===== src/rtl/apb_demux_pkg.sv =====
// Shared AMBA widths, demux state encodings and helpers for the APB address demux.
`ifndef AMBA_DEFINE_V
`define AMBA_DEFINE_V
`define P_ADDR_W 32
`define P_DATA_W 32
`define P_STRB_W 4
`define APB_DMX_IDLE   1'b0
`define APB_DMX_ACCESS 1'b1
`endif

package apb_demux_pkg;

  localparam int unsigned ADDR_W = `P_ADDR_W;
  localparam int unsigned DATA_W = `P_DATA_W;
  localparam int unsigned STRB_W = `P_STRB_W;

  typedef enum logic {
    ST_IDLE   = `APB_DMX_IDLE,
    ST_ACCESS = `APB_DMX_ACCESS
  } dmx_state_e;

  // Counter width able to hold max_val; never below one bit so a disabled timeout still elaborates.
  function automatic int unsigned cnt_w(input int unsigned max_val);
    return (max_val == 0) ? 1 : int'($clog2(max_val + 1));
  endfunction

endpackage


===== src/rtl/apb_addr_dec.sv =====
// Combinational base/mask address decoder with lowest-index priority on overlapping windows.
module apb_addr_dec
  import apb_demux_pkg::*;
#(
  parameter int unsigned                  NUM_SLV  = 4,
  parameter int unsigned                  AW       = ADDR_W,
  parameter logic [NUM_SLV*AW-1:0]        SLV_BASE = '0,
  parameter logic [NUM_SLV*AW-1:0]        SLV_MASK = '0
) (
  input  logic [AW-1:0]      paddr,
  input  logic               psel,
  output logic [NUM_SLV-1:0] pri_hit,
  output logic               miss
);

  logic [NUM_SLV-1:0] hit;
  logic               found;

  always_comb begin
    hit     = '0;
    pri_hit = '0;
    found   = 1'b0;
    for (int i = 0; i < NUM_SLV; i++) begin
      hit[i] = ((paddr & SLV_MASK[i*AW +: AW]) == SLV_BASE[i*AW +: AW]);
    end
    for (int i = 0; i < NUM_SLV; i++) begin
      if (hit[i] && !found) begin
        pri_hit[i] = 1'b1;
        found      = 1'b1;
      end
    end
  end

  assign miss = psel && !(|hit);

endmodule


===== src/rtl/apb_demux.sv =====
// APB 1:N address demux: decodes in SETUP, holds the selection through ACCESS,
// and answers unmapped or stalled transfers itself with PSLVERR.
module apb_demux
  import apb_demux_pkg::*;
#(
  parameter int unsigned                 NUM_SLV     = 4,
  parameter logic [NUM_SLV*ADDR_W-1:0]   SLV_BASE    = {32'h0000_3000, 32'h0000_2000,
                                                        32'h0000_1000, 32'h0000_0000},
  parameter logic [NUM_SLV*ADDR_W-1:0]   SLV_MASK    = {4{32'h0000_F000}},
  parameter int unsigned                 TIMEOUT_CYC = 255
) (
  input  logic                        pclk,
  input  logic                        presetn,
  input  logic [ADDR_W-1:0]           s_paddr,
  input  logic                        s_psel,
  input  logic                        s_penable,
  input  logic                        s_pwrite,
  input  logic [DATA_W-1:0]           s_pwdata,
  input  logic [STRB_W-1:0]           s_pwstrb,
  output logic                        s_pready,
  output logic [DATA_W-1:0]           s_prdata,
  output logic                        s_pslverr,
  output logic [ADDR_W-1:0]           m_paddr,
  output logic [NUM_SLV-1:0]          m_psel,
  output logic                        m_penable,
  output logic                        m_pwrite,
  output logic [DATA_W-1:0]           m_pwdata,
  output logic [STRB_W-1:0]           m_pwstrb,
  input  logic [NUM_SLV-1:0]          m_pready,
  input  logic [NUM_SLV*DATA_W-1:0]   m_prdata,
  input  logic [NUM_SLV-1:0]          m_pslverr
);

  localparam int unsigned TW = cnt_w(TIMEOUT_CYC);

  dmx_state_e         state;
  logic [NUM_SLV-1:0] pri_hit;
  logic [NUM_SLV-1:0] sel_q;
  logic               miss;
  logic               miss_q;
  logic [TW-1:0]      tcnt;
  logic               in_access;
  logic               setup_req;
  logic               timeout;
  logic               hit_ready;
  logic               hit_err;
  logic [DATA_W-1:0]  hit_rdata;

  apb_addr_dec #(
    .NUM_SLV  (NUM_SLV),
    .AW       (ADDR_W),
    .SLV_BASE (SLV_BASE),
    .SLV_MASK (SLV_MASK)
  ) u_dec (
    .paddr   (s_paddr),
    .psel    (s_psel),
    .pri_hit (pri_hit),
    .miss    (miss)
  );

  assign in_access = (state == ST_ACCESS);
  assign setup_req = s_psel && !s_penable;
  assign timeout   = (TIMEOUT_CYC != 0) && in_access && !miss_q && (tcnt == TW'(TIMEOUT_CYC));

  // A stray SETUP during ACCESS is a protocol error and is ignored; the transfer keeps going.
  always_ff @(posedge pclk or negedge presetn) begin
    if (!presetn) begin
      state  <= ST_IDLE;
      sel_q  <= '0;
      miss_q <= 1'b0;
      tcnt   <= '0;
    end else begin
      case (state)
        ST_IDLE: begin
          if (setup_req) begin
            state  <= ST_ACCESS;
            sel_q  <= pri_hit;
            miss_q <= miss;
            tcnt   <= '0;
          end
        end
        ST_ACCESS: begin
          if (!s_psel || (s_penable && s_pready)) begin
            state  <= ST_IDLE;
            sel_q  <= '0;
            miss_q <= 1'b0;
            tcnt   <= '0;
          end else if (s_penable && (tcnt != TW'(TIMEOUT_CYC))) begin
            tcnt <= tcnt + TW'(1);
          end
        end
        default: state <= ST_IDLE;
      endcase
    end
  end

  // AND-OR response mux over the one-hot held selection.
  always_comb begin
    hit_ready = 1'b0;
    hit_err   = 1'b0;
    hit_rdata = '0;
    for (int i = 0; i < NUM_SLV; i++) begin
      hit_ready = hit_ready | (m_pready[i]  & sel_q[i]);
      hit_err   = hit_err   | (m_pslverr[i] & sel_q[i]);
      hit_rdata = hit_rdata | (m_prdata[i*DATA_W +: DATA_W] & {DATA_W{sel_q[i]}});
    end
  end

  always_comb begin
    s_pready  = 1'b0;
    s_pslverr = 1'b0;
    s_prdata  = '0;
    if (in_access) begin
      if (miss_q || timeout) begin
        s_pready  = 1'b1;
        s_pslverr = 1'b1;
      end else begin
        s_pready  = hit_ready;
        s_pslverr = hit_err;
        s_prdata  = hit_rdata;
      end
    end
  end

  // SETUP reaches the completer in the same cycle; a timed-out completer loses PSEL.
  always_comb begin
    m_psel = '0;
    if (presetn) begin
      if (in_access) begin
        m_psel = timeout ? '0 : (sel_q & {NUM_SLV{s_psel}});
      end else begin
        m_psel = pri_hit & {NUM_SLV{s_psel}};
      end
    end
  end

  // Broadcast request fields read zero while reset is asserted.
  assign m_paddr   = presetn ? s_paddr   : '0;
  assign m_penable = presetn && s_penable;
  assign m_pwrite  = presetn && s_pwrite;
  assign m_pwdata  = presetn ? s_pwdata  : '0;
  assign m_pwstrb  = presetn ? s_pwstrb  : '0;

endmodule


===== config.mk =====
export PLATFORM = sky130hd
export DESIGN_NAME = apb_demux
export DESIGN_NICKNAME = d
export VERILOG_FILES = /design/src/rtl/apb_demux_pkg.sv /design/src/rtl/apb_addr_dec.sv /design/src/rtl/apb_demux.sv
export SDC_FILE = /design/constraint.sdc
export NUM_CORES = 1
export LEC_CHECK = 0
export ABC_AREA = 1
export CAP_MARGIN = 30
export CORE_AREA = 8 8 116 118
export CTS_CLUSTER_SIZE = 28
export DETAILED_ROUTE_END_ITERATION = 16
export DIE_AREA = 0 0 124 126
export HOLD_SLACK_MARGIN = 0.15
export PLACE_DENSITY = 0.75
export REMOVE_ABC_BUFFERS = 1
export SYNTH_ARGS = -nofsm -noshare
export SYNTH_HDL_FRONTEND = slang
export SYNTH_SLANG_ARGS = --single-unit

===== constraint.sdc =====
create_clock -name pclk -period 3.31 [get_ports pclk]
set_input_delay 0.662 -clock pclk [delete_from_list [all_inputs] [get_ports pclk]]
set_output_delay 0.662 -clock pclk [all_outputs]
set_load 0.005 [all_outputs]

==> impl_metrics.ini, run 1 <==
[run_status]
status = finished, final reports clean

[hold_path]
min_path_type = in2async

[global_route]
grt_max_degree = 42
gr-total-overflow = 0
grt_pass1_vias = 3672
antenna_found_initial = 0
grt_use_total_pct = 16.7
grt_pass1_wl_um = 20700

[pwr]
leakagePower_uw = 0.00291
p_total_uw = 1010
ir_worst_vdd_v = 0.000182
p_per_area_nw_per_um2 = 175

[cts]
cts_sinks = 14
hold_buffers = 0
clockBufferDepth = 2
cts_buffers = 3
clk_pin_slew_ps = 50
tritoncts = yes
post_cts_buffers = 0
cts_resized = 0
clock-root-buffer = clkbuf_16
insertion_delay_ps = 250
h-tree-depth = 1

[timing]
setup_tns_ps = 0
relSlewSlack_pct = 75.0
setup_viol = 0
slew_viol_final = 0
period_needed_ps = 3060
finalCritPeriodShare_pct = 92.6
worst_slew_pin_slew_ps = 374
hold-worst-slack_ps = 298
max_freq_mhz = 326
finClkSkew_ps = 1.34
hold_viol = 0
rsz0062_at_grt = false

[logic_synthesis]
yosysTopAreaCellShare_pct = 36.4
synthTopCellsByCount = nand2_1, inv_1, nor2_1
synthArstFlopShare_pct = 100
synth-edff-count = 0
synth-seq-area-share_pct = 14.8
yosysUniqueCellTypes = 23
synth-main-ff-cell = dfrtp_1
synth_area_leaders = nand2_1, dfrtp_1, inv_1
synth_top_area_cell = nand2_1
ys.warnings.count = 0
syn-mean-instance-area_um2 = 5.02
ys_ff_latch = 14
syn_area_um2 = 2370
yosysMostFrequentCell = nand2_1
syn_inst = 472

[cells_and_area]
diodes = 0
final_cell_area_um2 = 5780
fillCellCount = 1184
finish.utilization_pct = 49.4
post_route_cells_drive_above_1_share_pct = 3.10
syn2layout_area_growth_pct = 144
nets = 985

[floorplanning]
coreArea_um2 = 11700
start_util_pct = 20.2
die_x_um = 124
die_area_um2 = 15600
io_pins = 317
die_height_um = 126
row_count = 40

[route]
dr.pass1.iters = 4
drc = 0
vias = 3899
postRouteAntennaNets = 0
wire_per_inst_um = 15.5
drtIter0Drc = 203
viasPerCell = 4.23
routed_wirelength_um = 14300

[worst_setup_path]
r2r-end = tcnt[0]
end_kind = primary output
rr_startpoint = sel_q[0]
critPathSlowestCell = clkdlybuf4s50_1
crit_fanout = 5
cp_top_family = buffers and inverters
cpPeakStageDelay_ps = 560
r2r_cells = 8
cpMostUsedCell = clkdlybuf4s50_1
timing.reg2reg.setup_slack_ps = 1780
critical_path_arrival_ps = 2400
path_buf_inv = 3
crit_path_start_kind = primary input
cp_cell_sequence = clkdlybuf4s50_1, nor2_1, inv_1, nor3_1, nand2_1, a21oi_1, clkdlybuf4s50_1
critical_path_class = in2out
required_ps = 2650

[place]
dp_hpwl_um = 12200
port_buffers = 316
placed_cell_area_um2 = 5690
gp_congestion = 0.819

[flow_run]
maxCapViolCount = 0
==> per-layer routing <==
metal / share of wire (%) / up-vias / GRT usage (%)
met1: 37 / 1682 / 18.8
met2: 52 / 174 / 31.3
met5: 0 / - / 0
met3: 10 / 9 / 4.47
met4: 0.47 / 0 / 1.47
li1: - / 2034 / -
==> per-stage QoR <==
stage,cells,setup WS [ps]
floorplan,444,967
global placement,917,231
detailed placement,917,243
CTS,921,229
global route,921,85.7
finish,921,245
==> worst max path at each step <==
stage	slack, ps	to	startpoint	cells after the start
2_1_floorplan	970	s_prdata[0]	tcnt[0]	6
3_3_place_gp	230	m_psel[2]	s_paddr[14]	7
3_5_place_dp	240	m_psel[2]	s_paddr[14]	7
4_1_cts	230	m_psel[2]	s_paddr[14]	7
5_1_grt	90	m_psel[2]	s_paddr[14]	7
6_report	250	m_psel[2]	s_paddr[14]	7
==> cells in the final DEF, fill, tap and decap left out, types with 2 or more instances in the layout <==
cell	synthesis	layout
clkbuf_16	0	3
xor2_1	3	3
a221oi_1	32	32
buf_4	3	6
nor3_1	4	4
nor2_1	39	39
a21oi_1	5	5
buf_12	0	4
inv_2	2	2
nand3_1	16	16
inv_1	88	88
nand2_1	230	230
dfrtp_1	14	14
clkdlybuf4s50_1	0	315
nand2_2	3	3
==> worst reg2reg max path: stages, from the launching register on <==
cell and delay [ps]:
dfrtp_1 450, buf_12 200, nand2_1 100, nand2_1 60
nor2_2 160, nand4_2 160, nand2_2 180, nand3_1 100
nand2_1 70
==> power breakdown <==
| group | leakage (µW) | switching [µW] | total [µW] | internal [µW] |
|---|---|---|---|---|
| Sequential | 0.000192 | 10.1 | 189 | 179 |
| Combinational | 0.00267 | 196 | 558 | 362 |
| Clock | 0.0000442 | 78.8 | 263 | 184 |
==> registers in the layout, indices dropped and copies added, names as in the netlist <==
name and count:
tcnt 8, in_access 1, sel_q 4, miss_q 1
==> final cells by class <==
type,instances,area (µm²),area share [%]
Inverter,90,338,5.84
Tap cell,147,184,3.18
Sequential cell,14,350,6.06
Timing Repair Buffer,326,3280,56.8
Multi-Input combinational cell,340,1540,26.6
Clock buffer,4,88.8,1.54
==> kinds of logic (layout without fill, tap and decap cells) <==
family,after synthesis,in the layout,share of synthesized area (%)
AOI/OAI and AO/OA,38,38,13.3
xor gates and xnor gates,4,4,1.48
adders and majority gates,1,1,0.528
buffers and inverters,118,420,20.4
DFF,14,14,14.8
and+or+nand+nor,297,297,49.6
(Power assumes the default switching activity.)
==> run 2, diff against run 1 <==
CORE_AREA = 2 2 124 126   (was 8 8 116 118)
DIE_AREA = 0 0 126 128   (was 0 0 124 126)
PLACE_DENSITY = 0.62   (was 0.75)
==> run 2 against run 1 <==
Effect of this change: first-iteration DRC count decreased by 28%; die area grew 3.2%; final cell count up 4.7%; via count increased by 0.90%; power down 4.1%; critical path depth stayed put; register-to-register slack got worse by 100 ps; global-route usage down 1.7 points; setup slack improved by 96 ps; clock power fell by 15%; hold slack improved by 67 ps; routed wire length fell by 9.0%; critical path type unchanged; largest cell class unchanged; largest power group unchanged.
==> impl_metrics.ini, run 2 (synthesis results as in run 1) <==
[worst_setup_path]
required_ps = 2650
crit_fanout = 5
cpMostUsedCell = clkdlybuf4s50_1
crit_path_start_kind = primary input
path_buf_inv = 3
cp_top_family = buffers and inverters
critical_path_arrival_ps = 2310
cpPeakStageDelay_ps = 520
critical_path_class = in2out
cp_cell_sequence = clkdlybuf4s50_1, nor2_1, inv_1, nor3_1, nand2_1, a21oi_1, clkdlybuf4s50_1
end_kind = primary output
critPathSlowestCell = clkdlybuf4s50_1

[cells_and_area]
post_route_cells_drive_above_1_share_pct = 3.35
regMostFlops = tcnt
final_cell_area_um2 = 5820
diodes = 0
reg_top3 = tcnt x8, sel_q x4
final_cell_mix = clkdlybuf4s50_1, nand2_1, inv_1
nets = 988
instances_no_fill = 964
final_common_cell = clkdlybuf4s50_1
syn2layout_area_growth_pct = 145
largest_reg_flops = 8

[cts]
clock-root-buffer = clkbuf_16
tritoncts = yes
cts_buffers = 3
post_cts_buffers = 0
clk_pin_slew_ps = 50
h-tree-depth = 1
hold_buffers = 0
cts_resized = 0
cts_sinks = 14
clockBufferDepth = 2
insertion_delay_ps = 240

[floorplanning]
row_count = 45
start_util_pct = 15.9
die_height_um = 128
die_area_um2 = 16100
die_x_um = 126
io_pins = 317
coreArea_um2 = 14900

[global_route]
grt_pass1_vias = 3658
antenna_found_initial = 1
grt_use_total_pct = 15.0
grt_max_degree = 35
grt_pass1_wl_um = 19500
gr-total-overflow = 0

[route]
drtIter0Drc = 147
wire_per_inst_um = 13.5
viasPerCell = 4.08
postRouteAntennaNets = 0
routed_wirelength_um = 13000
dr.pass1.iters = 4
vias = 3934
drc = 0

[hold_path]
min_path_type = in2async

[pwr]
leakagePower_uw = 0.00291
p_per_area_nw_per_um2 = 166
ir_worst_vdd_v = 0.000194
p_total_uw = 968

[timing]
finClkSkew_ps = 1.54
relSlewSlack_pct = 71.1
finalCritPeriodShare_pct = 89.7
final.setup.worst_slack_ps = 341
hold_viol = 0
slew_viol_final = 0
setup_viol = 0
rsz0062_at_grt = false
max_freq_mhz = 337
setup_tns_ps = 0
period_needed_ps = 2970
worst_slew_pin_slew_ps = 433

[place]
gp_congestion = 0.783
placed_cell_area_um2 = 5740
dp_hpwl_um = 10800
place_inst = 961
port_buffers = 316
pre_cts_slack_ps = 321

[run_status]
status = finished, final reports clean

[flow_run]
maxCapViolCount = 0
==> run 2: cell type report <==
type	instances	area, µm²
Multi-Input combinational cell	340	1540
Timing Repair Buffer	329	3280
Tap cell	188	235
Sequential cell	14	350
Inverter	90	338
Fill cell	1572	9050
Clock buffer	3	75.1
==> run 2: stage by stage <==
stage | hold slack [ps] | util [%]
after floorplan | 366 | -
after global placement | 492 | 38.6
after detailed placement | 496 | 38.6
final | 365 | 39.1
after CTS | 374 | 39.1
after global routing | 385 | 39.1
==> run 2: path summary, 6_finish.rpt <==
| path | cells past startpoint | to | from | slack, ps |
|---|---|---|---|---|
| hold / removal | 1 | miss_q | presetn | 370 |
| setup reg to reg | 8 | tcnt[6] | sel_q[3] | 1680 |
| max in group asynchronous | 2 | tcnt[1] | presetn | 2460 |
| min in group pclk | 2 | miss_q | miss_q | 500 |
| hold reg to reg | 2 | miss_q | miss_q | 500 |
| setup / recovery | 7 | m_psel[0] | s_paddr[14] | 340 |
==> run 2: worst register-to-register path: cells and delay by family, from the launching register on <==
kind / cells / cell delay (ps)
AND/OR/NAND/NOR: 7 / 910
flip-flops: 1 / 390
buffers and inverters: 1 / 260
==> run 2: power breakdown <==
group          leakage (µW)  switching, µW  internal (µW)
clock             0.0000370           66.5            158
combinational       0.00268            192            362
sequential         0.000192           10.4            180
==> run 2: layer usage <==
metal / global-route usage, % / vias to the layer above / routed length [µm]
li1: - / 2041 / -
met1: 17.2 / 1727 / 5110
met2: 28.6 / 150 / 6780
met3: 3.59 / 14 / 913
met4: 2.59 / 2 / 179
met5: 0 / - / 13
